===== src/rtl/shift_rotate.sv =====
// Registered 1-bit shift/rotate unit: SLL, SRL, SRA, ROL, ROR, SLA; reserved opcodes pass through.
// Latency 1 cycle, throughput 1 op/clock.
// No backpressure: a new operand/opcode pair is accepted every clock.
module shift_rotate #(
  parameter int WIDTH = 8
) (
  input  logic             clk,
  input  logic             rst,
  input  logic [WIDTH-1:0] a,
  input  logic [2:0]       opcode,
  output logic [WIDTH-1:0] result
);

  typedef enum logic [2:0] {
    OP_SLL = 3'b000,
    OP_SRL = 3'b001,
    OP_SRA = 3'b010,
    OP_ROL = 3'b011,
    OP_ROR = 3'b100,
    OP_SLA = 3'b101
  } op_e;

  logic [WIDTH-1:0] sll_val;
  logic [WIDTH-1:0] r;

  assign sll_val = {a[WIDTH-2:0], 1'b0};

  always_comb begin
    r = a;
    case (opcode)
      OP_SLL:  r = sll_val;
      OP_SRL:  r = {1'b0, a[WIDTH-1:1]};
      OP_SRA:  r = {a[WIDTH-1], a[WIDTH-1:1]};
      OP_ROL:  r = {a[WIDTH-2:0], a[WIDTH-1]};
      OP_ROR:  r = {a[0], a[WIDTH-1:1]};
      // Sign bit kept; taking the shifted value's low bits also covers WIDTH=2.
      OP_SLA:  r = {a[WIDTH-1], sll_val[WIDTH-2:0]};
      default: r = a;
    endcase
  end

  always_ff @(posedge clk) begin
    if (rst) begin
      result <= '0;
    end else begin
      result <= r;
    end
  end

endmodule


===== config.mk =====
export PLATFORM = sky130hd
export DESIGN_NAME = shift_rotate
export DESIGN_NICKNAME = d
export VERILOG_FILES = /design/src/rtl/shift_rotate.sv
export SDC_FILE = /design/constraint.sdc
export NUM_CORES = 1
export LEC_CHECK = 0
export ABC_AREA = 1
export CAP_MARGIN = 20
export CORE_AREA = 2 2 39 41
export CTS_CLUSTER_SIZE = 20
export DETAILED_ROUTE_END_ITERATION = 16
export DIE_AREA = 0 0 41 43
export PLACE_DENSITY = 0.74
export SYNTH_ARGS = -nofsm -noshare
export SYNTH_HDL_FRONTEND = slang
export SYNTH_SLANG_ARGS = --single-unit

===== constraint.sdc =====
create_clock -name clk -period 2.07 [get_ports clk]
set_clock_uncertainty 0.05 [all_clocks]
set_input_delay 0.207 -clock clk [delete_from_list [all_inputs] [get_ports clk]]
set_output_delay 0.207 -clock clk [all_outputs]
set_load 0.02 [all_outputs]

* Word-level counts from Yosys, hierarchy flattened *
Cells that the tools add are included.

cells by class
  bitwise logic cells = 0
  add/subtract/negate cells = 0
  order comparisons = 0
  div/mod/pow operators = 0
  equality and inequality tests = 5
  muxes and demuxes = 1
  reduce and logical (&&, ||, !) cells = 1
  shift operators = 0
  multipliers = 0

operators with widths
  kind                  number
  $pmux W8 S6           1
  $eq A3 B2 Y1 const B  2
  $eq A3 B3 Y1 const B  2
  $eq A3 B1 Y1 const B  1
  $logic_not A3 Y1      1

word-level totals
  memories kept = 0
  register bits after elaboration = 8
  output and inout port bits = 8
  memory bits (writable) = 0
  bits in read-only memories = 0
  latch bits = 0
  word-level logic and storage cells = 8
  input port bits = 13

* Depth between registers and ports, before layout *
  word-level depth = 2
  mapped depth = 7
  depth with buffers taken out = 7

* Least setup slack after synthesis *
No wires, ideal clock.

  kind = input -> register
  start point = input port opcode[1]
  end point = register result[1]
  buffers on the path = 0
  stages = 7
  setup time = 56 ps
  data required time = 1964 ps
  arrival = 749 ps
  slack = 1215 ps
  path through = nor2_2 nand2_2 nand3_4 nand2_1 nand3_1 nand2_1 inv_1

between the ends
  cells in the longest elaborated chain, start to end = 2
  elaborated cells between the ends (all ways) = 7
  those cells by class = 5 x eq/ne; 1 x mux; 1 x reduce/logical

ends and longest elaborated chain
  item                                  line  text
  start: declaration                    10    input logic [2:0] opcode,
  $eq A3 B3 Y1 (tied with other cells)  30    case (opcode)
  $pmux W8 S6 *                         30
  end signal: assignment                46    result <= r;
  end: declaration                      11    output logic [WIDTH-1:0] result

Mark *: on every way between the ends. The rest lies on a longest branch, timed or not.
A chain may end at the register's enable or synchronous reset.

* Worst setup path after layout *
  start point = register result[7]
  end point = output port result[7]

No word-level cell between the ends.

==> out/metrics.cfg <==
[min_path]
min_path_type=in2reg
hp-start=a[1]
hold_end=result[0]$_SDFF_PP0_
worstHoldPathCells=3

[floorplan]
die_height_um=43
start_util=0.3427
core-area_sq_mm=0.001384
die_w_um=41
pin_count=21
rows=14
fp.dieArea_sq_mm=0.001763

[route]
routedWlPerCell_um=9.573
drtPass1Iterations=3
vias=521
totalWireLength_um=1053
drtIter0Drc=4
antenna_left=0
drc=0
avgViaCountPerCell=4.736

[logic_synthesis]
synth.top_cell.area_share=0.3377
yosysUniqueCellTypes=15
async_flop_share=0
yosys.area.top_type=dfxtp_1
syn-instance-count=71
ys_seq_elements=8
synth-edff-count=0
synth_area_sq_um=474.2
yosysMostFrequentCell=nand2_1
synth_flop_cell=dfxtp_1
synth_common_cells=29 x nand2_1, 10 x inv_1, 8 x dfxtp_1, 8 x nand3_1, 3 x nand3_2
ys_top_cells_by_area=dfxtp_1 34%, nand2_1 23%, nand3_1 8.4%
seq_area_frac_synth=0.3377
synth.avg_cell_area_sq_um=6.679
synth_nets=84
yosys_warnings=0

[place]
hpwl_um=846.6
dp.cells=107
post-place-ws_ps=523.5
postPlaceCellArea_sq_um=694.4
gp_congestion=0.8348
placement.io_buffers=20

[critical_path]
path_class=reg2out
cp.depth=1
cp.arrival_ps=1160
slowest_delay_ps=590
end_kind=output port
crit_chain=clkdlybuf4s50_1
worstPathRequired_ps=1810
start_kind=register
crit_buf_inv=1
cp_slowest_cell=clkdlybuf4s50_1
critical_path.top_delay_family=buffers and inverters
critPathMaxFanout=1

[timing]
setup_tns_ps=0
rsz0062_at_grt=no
max_freq_mhz=708.1
hold_ws_ps=594.2
finalHoldViolCount=0
slew_headroom=0.8304
setup_viol_count_final=0
period_needed_ps=1412
fin_ws_ps=657.8
fin_crit_sh=0.6822
tightest_slew_ps=253.7
maxSlewViolCount=0

[layout]
nFillCells=143
area_delta_synth_final_pct=51.19
top_regs=result: 8 flops
multi_input_area_sq_um=267.8
drive_gt1_frac=0.1489
post-route-util=0.5181
antenna_cells=0
final_cell_area_sq_um=716.9
layout.area.seq_sq_um=160.2
final_nets=109
regMostFlops=result
finalNonFillerCells=110
largest_reg_flops=8

[clock_tree]
clock_sinks=8
holdBufCountCts=0
clkTransAtPathRegs_ps=50
postCtsSetupBuffers=0
post_cts_resized=0
clock_path_buffers=2
cts_made_buffers=3
cts_htree_levels=1
root_buffer=clkbuf_4
cts_tree=done

[grt]
grt_overflow=0
top_usage_layer=met2
use_met3=0.03141
grtUsageMet1=0.1576
antenna_found_initial=0
grt_pass1_vias=456
use_met2=0.2250
grt_first_pass_wirelength_um=1683
grt_max_degree=9
grt_usage=0.1365

[power]
power.leakage_nw=0.3671
powerDensity_mw_per_mm2=585.3
peakVddDrop_mv=0.2459
finalPower_uw=419.6

[status]
status=finished, final reports clean

[flow_run]
drv_cap=0

## report_power, final
group	switching, mW	leakage [nW]	internal (mW)
Combinational	0.0664	0.287	0.0612
Clock	0.0562	0.0138	0.0666
Sequential	0.00280	0.0663	0.166
## per-layer routing
layer / wire length (um) / part of all wire
met3: 53 / 0.050
met2: 524 / 0.50
met5: 0 / 0
met1: 459 / 0.44
met4: 15 / 0.014
## logic make-up (layout without fill, tap and decap cells)
logic type / count (synthesis) / after routing / synth area share
AO/OA/AOI/OAI: 4 / 4 / 0.04220
buffers and inverters: 12 / 35 / 0.09762
flip-flops: 8 / 8 / 0.3377
AND/OR/NAND/NOR: 47 / 47 / 0.5224
## placed cells by master (no fill, tap or decap), drive strengths merged
| master | n |
|---|---|
| nand2 | 31 |
| inv | 11 |
| clkdlybuf4s50 | 20 |
| dfxtp | 8 |
| o21ai | 3 |
| a21oi | 1 |
| nand3b | 1 |
| clkinv | 1 |
| nand3 | 13 |
| clkbuf | 3 |
| nor2 | 2 |
## how the worst max path moves through the flow
stage | from | endpoint | slack (ps)
floorplan | opcode[1] | result[1]$_SDFF_PP0_ | 1210
global placement | opcode[1] | result[5]$_SDFF_PP0_ | 540
detailed placement | opcode[0] | result[6]$_SDFF_PP0_ | 520
CTS | result[4]$_SDFF_PP0_ | result[4] | 650
global route | result[2]$_SDFF_PP0_ | result[2] | 610
finish | result[7]$_SDFF_PP0_ | result[7] | 660
## final cells by class
class,count,share of cell area
Timing Repair Buffer,20,0.2792
Tap cell,16,0.02792
Multi-Input combinational cell,51,0.3735
Sequential cell,8,0.2234
Inverter,12,0.06457
Clock buffer,3,0.03141
(Power assumes the default switching activity.)
